$ cat src/rtl/time_scale_mch.sv
// -----------------------------------------------------------------------------
// time_scale_mch
//
// Multi-channel time-scale generator. Each channel owns a code-rate NCO
// (phase accumulator), a chip counter, an epoch counter and an epoch
// interrupt divider. A single snapshot strobe latches phase/chip/eph of every
// channel in the same cycle, so software reads a coherent cross-channel time.
//
// Ports (channel i occupies slice [i*W +: W] of every packed bus):
//   clk, resetn                 clock, asynchronous active-low reset
//   en[i]                       channel run enable
//   code_rate                   per-channel NCO phase increment
//   chip_max / epoch_max        last chip / epoch index before wrap
//   intr_eph                    epochs per interrupt (0 disables)
//   load[i] + load_phase/chip/eph   one-cycle load of channel state
//   snap                        one-cycle strobe: snapshot all channels
//   irq_clr[i]                  clear sticky interrupt
//   snap_phase/chip/eph         snapshot registers
//   snap_valid                  one-cycle pulse when snapshot updated
//   chip_stb / epoch_stb        one-cycle boundary pulses, aligned with the
//                               new chip/eph value becoming visible
//   irq                         sticky interrupt pending
// -----------------------------------------------------------------------------
module time_scale_mch #(
    parameter int N_CH    = 4,
    parameter int PHASE_W = 32,
    parameter int CHIP_W  = 16,
    parameter int EPH_W   = 16,
    parameter int INTR_W  = 8
) (
    input  logic                    clk,
    input  logic                    resetn,
    input  logic [N_CH-1:0]         en,
    input  logic [N_CH*PHASE_W-1:0] code_rate,
    input  logic [N_CH*CHIP_W-1:0]  chip_max,
    input  logic [N_CH*EPH_W-1:0]   epoch_max,
    input  logic [N_CH*INTR_W-1:0]  intr_eph,
    input  logic [N_CH-1:0]         load,
    input  logic [N_CH*PHASE_W-1:0] load_phase,
    input  logic [N_CH*CHIP_W-1:0]  load_chip,
    input  logic [N_CH*EPH_W-1:0]   load_eph,
    input  logic                    snap,
    input  logic [N_CH-1:0]         irq_clr,
    output logic [N_CH*PHASE_W-1:0] snap_phase,
    output logic [N_CH*CHIP_W-1:0]  snap_chip,
    output logic [N_CH*EPH_W-1:0]   snap_eph,
    output logic                    snap_valid,
    output logic [N_CH-1:0]         chip_stb,
    output logic [N_CH-1:0]         epoch_stb,
    output logic [N_CH-1:0]         irq
);

    logic snap_valid_q;

    always_ff @(posedge clk or negedge resetn) begin
        if (!resetn) begin
            snap_valid_q <= 1'b0;
        end else begin
            snap_valid_q <= snap;
        end
    end

    assign snap_valid = snap_valid_q;

    for (genvar gi = 0; gi < N_CH; gi++) begin : g_ch
        logic [PHASE_W-1:0] phase_q, phase_d;
        logic [CHIP_W-1:0]  chip_q, chip_d;
        logic [EPH_W-1:0]   eph_q, eph_d;
        logic [INTR_W-1:0]  div_q, div_d;
        logic               chip_stb_q, chip_stb_d;
        logic               epoch_stb_q, epoch_stb_d;
        logic               irq_q, irq_d;
        logic               irq_set;
        logic [PHASE_W-1:0] snap_phase_q;
        logic [CHIP_W-1:0]  snap_chip_q;
        logic [EPH_W-1:0]   snap_eph_q;

        // One extra bit on the sum and on the divider increment so the carry
        // and the divider compare never alias through wrap-around.
        logic [PHASE_W:0]   sum;
        logic [INTR_W:0]    div_inc;

        logic [PHASE_W-1:0] rate;
        logic [CHIP_W-1:0]  cmax;
        logic [EPH_W-1:0]   emax;
        logic [INTR_W-1:0]  imax;

        assign rate = code_rate[gi*PHASE_W +: PHASE_W];
        assign cmax = chip_max[gi*CHIP_W +: CHIP_W];
        assign emax = epoch_max[gi*EPH_W +: EPH_W];
        assign imax = intr_eph[gi*INTR_W +: INTR_W];

        always_comb begin
            phase_d     = phase_q;
            chip_d      = chip_q;
            eph_d       = eph_q;
            div_d       = div_q;
            chip_stb_d  = 1'b0;
            epoch_stb_d = 1'b0;
            irq_set     = 1'b0;
            sum         = {1'b0, phase_q} + {1'b0, rate};
            div_inc     = {1'b0, div_q} + 1'b1;

            if (load[gi]) begin
                phase_d = load_phase[gi*PHASE_W +: PHASE_W];
                chip_d  = load_chip[gi*CHIP_W +: CHIP_W];
                eph_d   = load_eph[gi*EPH_W +: EPH_W];
                div_d   = '0;
            end else if (en[gi]) begin
                phase_d = sum[PHASE_W-1:0];
                if (sum[PHASE_W]) begin
                    chip_stb_d = 1'b1;
                    // ">=" lets an out-of-range loaded chip/eph wrap at its
                    // next boundary instead of running through the full range.
                    if (chip_q >= cmax) begin
                        chip_d      = '0;
                        epoch_stb_d = 1'b1;
                        eph_d       = (eph_q >= emax) ? '0 : eph_q + 1'b1;
                        if (imax == '0) begin
                            div_d = '0;
                        end else if (div_inc >= {1'b0, imax}) begin
                            div_d   = '0;
                            irq_set = 1'b1;
                        end else begin
                            div_d = div_inc[INTR_W-1:0];
                        end
                    end else begin
                        chip_d = chip_q + 1'b1;
                    end
                end
            end

            // Set has priority over a coincident clear.
            irq_d = irq_set | (irq_q & ~irq_clr[gi]);
        end

        always_ff @(posedge clk or negedge resetn) begin
            if (!resetn) begin
                phase_q      <= '0;
                chip_q       <= '0;
                eph_q        <= '0;
                div_q        <= '0;
                chip_stb_q   <= 1'b0;
                epoch_stb_q  <= 1'b0;
                irq_q        <= 1'b0;
                snap_phase_q <= '0;
                snap_chip_q  <= '0;
                snap_eph_q   <= '0;
            end else begin
                phase_q     <= phase_d;
                chip_q      <= chip_d;
                eph_q       <= eph_d;
                div_q       <= div_d;
                chip_stb_q  <= chip_stb_d;
                epoch_stb_q <= epoch_stb_d;
                irq_q       <= irq_d;
                // Captures the pre-edge state, so a coincident load or
                // advance is not reflected in the snapshot.
                if (snap) begin
                    snap_phase_q <= phase_q;
                    snap_chip_q  <= chip_q;
                    snap_eph_q   <= eph_q;
                end
            end
        end

        assign snap_phase[gi*PHASE_W +: PHASE_W] = snap_phase_q;
        assign snap_chip[gi*CHIP_W +: CHIP_W]    = snap_chip_q;
        assign snap_eph[gi*EPH_W +: EPH_W]       = snap_eph_q;
        assign chip_stb[gi]                      = chip_stb_q;
        assign epoch_stb[gi]                     = epoch_stb_q;
        assign irq[gi]                           = irq_q;
    end

endmodule

$ cat config.mk
export PLATFORM = sky130hd
export DESIGN_NAME = time_scale_mch
export DESIGN_NICKNAME = d
export VERILOG_FILES = /design/src/rtl/time_scale_mch.sv
export SDC_FILE = /design/constraint.sdc
export NUM_CORES = 2
export LEC_CHECK = 0
export ABC_AREA = 1
export BUFFER_PORTS_ARGS = -buffer_cell sky130_fd_sc_hd__buf_4
export CAP_MARGIN = 20
export CORE_ASPECT_RATIO = 0.6
export CORE_MARGIN = 8
export CORE_UTILIZATION = 35
export DETAILED_ROUTE_END_ITERATION = 6
export GPL_ROUTABILITY_DRIVEN = 1
export GPL_TIMING_DRIVEN = 0
export PLACE_DENSITY_LB_ADDON = 0.2
export SLEW_MARGIN = 25
export SYNTH_ARGS = -nofsm -noshare
export SYNTH_HDL_FRONTEND = slang
export SYNTH_SLANG_ARGS = --single-unit
$ cat constraint.sdc
create_clock -name clk -period 3 [get_ports clk]
set_input_delay 0.6 -clock clk [delete_from_list [all_inputs] [get_ports clk]]
set_output_delay 0.6 -clock clk [all_outputs]
set_load 0.01 [all_outputs]
==> impl_metrics.toml <==
[run_status]
outcome = "finished clean"

[synthesis]
synth_top_area_frac = 0.354
synth_cell_types = 44
yosysMostFrequentCell = "nand2_1"
yosys-top-cells-area = "dfrtp_1 35%, nand2_1 14%, ha_1 9.5%, inv_1 6.2%, nand3_1 5.9%"
yosysSeqAreaShare = 0.354
synth.avg_cell_area_um2 = 7.34
synth_edf_count = 0
synthTopCellsByCount = "1519 x nand2_1, 649 x inv_1, 557 x dfrtp_1, 521 x nor2_1, 467 x nand3_1"
async_flop_share = 1.00
yosysWarnings = 0
syn_inst = 5366
synth_top_cell_by_area = "dfrtp_1"
synth_area_um2 = 39400
ys.flop_type = "dfrtp_1"
syn_nets = 6229
ys_ff_latch = 557

[floorplanning]
start_util = 0.352
die_area_um2 = 124000
fp-row-count = 95
dieHeight_um = 276
fp.dieW_um = 449
core_um2 = 112000
ios = 828

[detailed_routing]
via_count = 40400
antenna_left = 0
drc = 0
dr.pass1.iters = 6
routed_wl_um = 172000
wire_per_inst_um = 21.9
vias_per_cell = 5.14
drt_iter0_markers = 3669

[worst_setup_path]
critical_path_class = "reg -> reg"
start_kind = "flip-flop"
worstPathMaxFanout = 10
max_stage_delay_ns = 0.41
startpoint = "g_ch[2].phase_q[0]"
cp_cell_sequence = "ha_1 > fa_1 > nand2_1 > nand2_1 > nand3_1 > nand2_1 > nand2_1 > nand2_2 > nand2_2 > nand3_1 > nand3b_2 > buf_2 > nand2_1 > nand2_1"
cp_common_cell = "nand2_1"
crit_arrival_ns = 3.34
slowest_stage = "fa_1"
timing.rr.start = "g_ch[2].phase_q[0]"
cp.required_ns = 3.57
endpoint_kind = "flip-flop"
crit_buf_inv = 1
critical-path-top-delay-family = "simple AND/OR/NAND/NOR gates"

[cells_and_area]
layout.cells.non_filler = 7855
multiInputGateArea_um2 = 22200
nFillCells = 11500
seqCellArea_um2 = 13900
drive_above_1_share = 0.194
area_growth_syn_to_layout_pct = 27.1
finalNetCount = 7132

[cts]
path_clk_slew_ns = 0.06
clockRootBuffer = "clkbuf_16"
clk_path_buf_depth = 3
post_cts_buffers = 0
cts_tree = "built"
cts.sinks = 557
clk_latency_ns = 0.65
cts_buffers = 66
htreeDepth = 3

[power_and_ir_drop]
power_leakage_nw = 26.3
power.density_nw_per_um2 = 628
max-vdd-ir-drop_v = 0.000437

[global_route]
grt_max_degree = 84
gr-total-overflow = 0
antenna_found_initial = 64
grt.total_usage = 0.264
grt_pass1_wl_um = 250000
grt_pass1_vias = 38100

[hold_path]
hold_start = "snap"
hp-class = "in -> reg"

[timing]
period_share = 0.922
finalSetupViolations = 0
hold_viol = 0
skew_ns = 0.0237
worst_pin_slew_ns = 1.12
relSlewSlack = 0.250
hold_slack_ns = 0.0677
finalSetupTns_ns = 0
fin_crit_ns = 2.77
fmax_mhz = 361
grt_setup_unrepaired = "no"
finalMaxSlewViolations = 0

[place]
dpl.cell_count = 7703
io_buffers = 825
place.gp.congestion = 0.995
dpl.hpwl_um = 142000

[flow_run]
maxCapViolCount = 0
-- metal layers --
layer	vias up	wire, µm	part of all wire	global-route usage
li1	19400	-	-	-
met1	19200	79700	0.46	0.377
met2	1449	72600	0.42	0.380
met3	266	13300	0.077	0.0645
met4	24	6260	0.036	0.112
met5	-	148	0.00086	0
-- state kept, by name, indices dropped and copies added, names as in the netlist, 4 cells and up --
| name | flops |
|---|---|
| g_ch.irq_q | 4 |
| g_ch.epoch_stb_q | 4 |
| g_ch.snap_chip_q | 64 |
| g_ch.chip_stb_q | 4 |
| g_ch.chip_q | 64 |
| g_ch.snap_eph_q | 64 |
| g_ch.phase_q | 128 |
| g_ch.eph_q | 64 |
| g_ch.div_q | 32 |
| g_ch.snap_phase_q | 128 |
-- final cells by class --
type,count,area share
multi-input cells,3990,0.444
diodes,38,0.00190
well taps,1503,0.0376
flip-flops and latches,557,0.278
inverters,655,0.0491
plain buffers,164,0.0160
clock inverters,21,0.00552
clock buffers,92,0.0389
repair buffers,835,0.129
-- final timing paths --
kind / cells past startpoint / slack (ns) / to
setup / recovery: 14 / 0.23 / g_ch[2].eph_q[13]
hold / removal: 1 / 0.07 / snap_valid
setup reg to reg: 14 / 0.23 / g_ch[2].eph_q[13]
hold reg to reg: 2 / 0.49 / g_ch[2].div_q[3]
max in group asynchronous: 5 / 1.03 / g_ch[1].phase_q[16]
min in group asynchronous: 2 / 0.43 / g_ch[0].snap_phase_q[6]
-- worst reg2reg max path, cell delays in order (launching register included) --
cell and delay (ns):
dfrtp_1 0.40, ha_1 0.25, fa_1 0.41, nand2_1 0.13
nand2_1 0.10, nand3_1 0.09, nand2_1 0.13, nand2_1 0.11
nand2_2 0.10, nand2_2 0.18, nand3_1 0.12, nand3b_2 0.22
buf_2 0.30, nand2_1 0.09, nand2_1 0.07
-- layout by cell type, fill, tap and decap left out, types with 11 or more instances in the layout --
| cell | n |
|---|---|
| o21a_1 | 12 |
| buf_2 | 33 |
| a21oi_1 | 283 |
| dfrtp_1 | 557 |
| inv_1 | 649 |
| diode_2 | 38 |
| nand3b_1 | 48 |
| nand3_1 | 467 |
| mux2_2 | 183 |
| a21o_1 | 11 |
| nor3_1 | 54 |
| clkbuf_16 | 71 |
| ha_1 | 300 |
| nand4_1 | 105 |
| o211ai_1 | 28 |
| o21ai_0 | 145 |
| a22oi_1 | 91 |
| nand2_2 | 12 |
| xnor2_1 | 57 |
| nor2_1 | 517 |
| buf_1 | 12 |
| buf_4 | 839 |
| xor2_1 | 64 |
| buf_6 | 12 |
| clkbuf_1 | 100 |
| o21bai_1 | 49 |
| nand2_1 | 1518 |
-- logic make-up (layout without fill, tap and decap cells) --
| family | after synthesis | in the layout | synth area share |
|---|---|---|---|
| AO/OA/AOI/OAI | 626 | 626 | 0.0920 |
| XOR/XNOR | 121 | 121 | 0.0269 |
| adder cells (fa/ha/maj) | 304 | 304 | 0.0973 |
| buffers and inverters | 819 | 1767 | 0.0826 |
| flip-flops | 557 | 557 | 0.354 |
| multiplexers | 183 | 183 | 0.0523 |
| other | 0 | 38 | 0 |
| AND/OR/NAND/NOR | 2756 | 2756 | 0.295 |
-- timing repair --
action	CTS	global route
hold buffers	1	0
endpoints found under the hold margin	33	0
setup endpoints to repair	0	40
resized for setup	0	4
-- stage by stage --
stage / setup WS, ns / power (mW) / cell area, µm² / util
finish: 0.234 / 31.5 / 50100 / 0.448
global route: 0.0235 / 33.4 / 50100 / 0.448
CTS: 0.0951 / 31.5 / 50000 / 0.447
detailed placement: -0.282 / 22.8 / 47700 / 0.427
global placement: -5.39 / 22.6 / 47500 / 0.424
floorplan: 0.650 / 17.5 / 39400 / -
-- power by group --
group | internal (mW) | total, mW | switching, mW
Clock | 5.04 | 8.62 | 3.58
Sequential | 9.07 | 10.8 | 1.75
Combinational | 4.87 | 12.0 | 7.14
Total | 19.0 | 31.5 | 12.5
No activity file was read; power rests on OpenSTA's default activity.
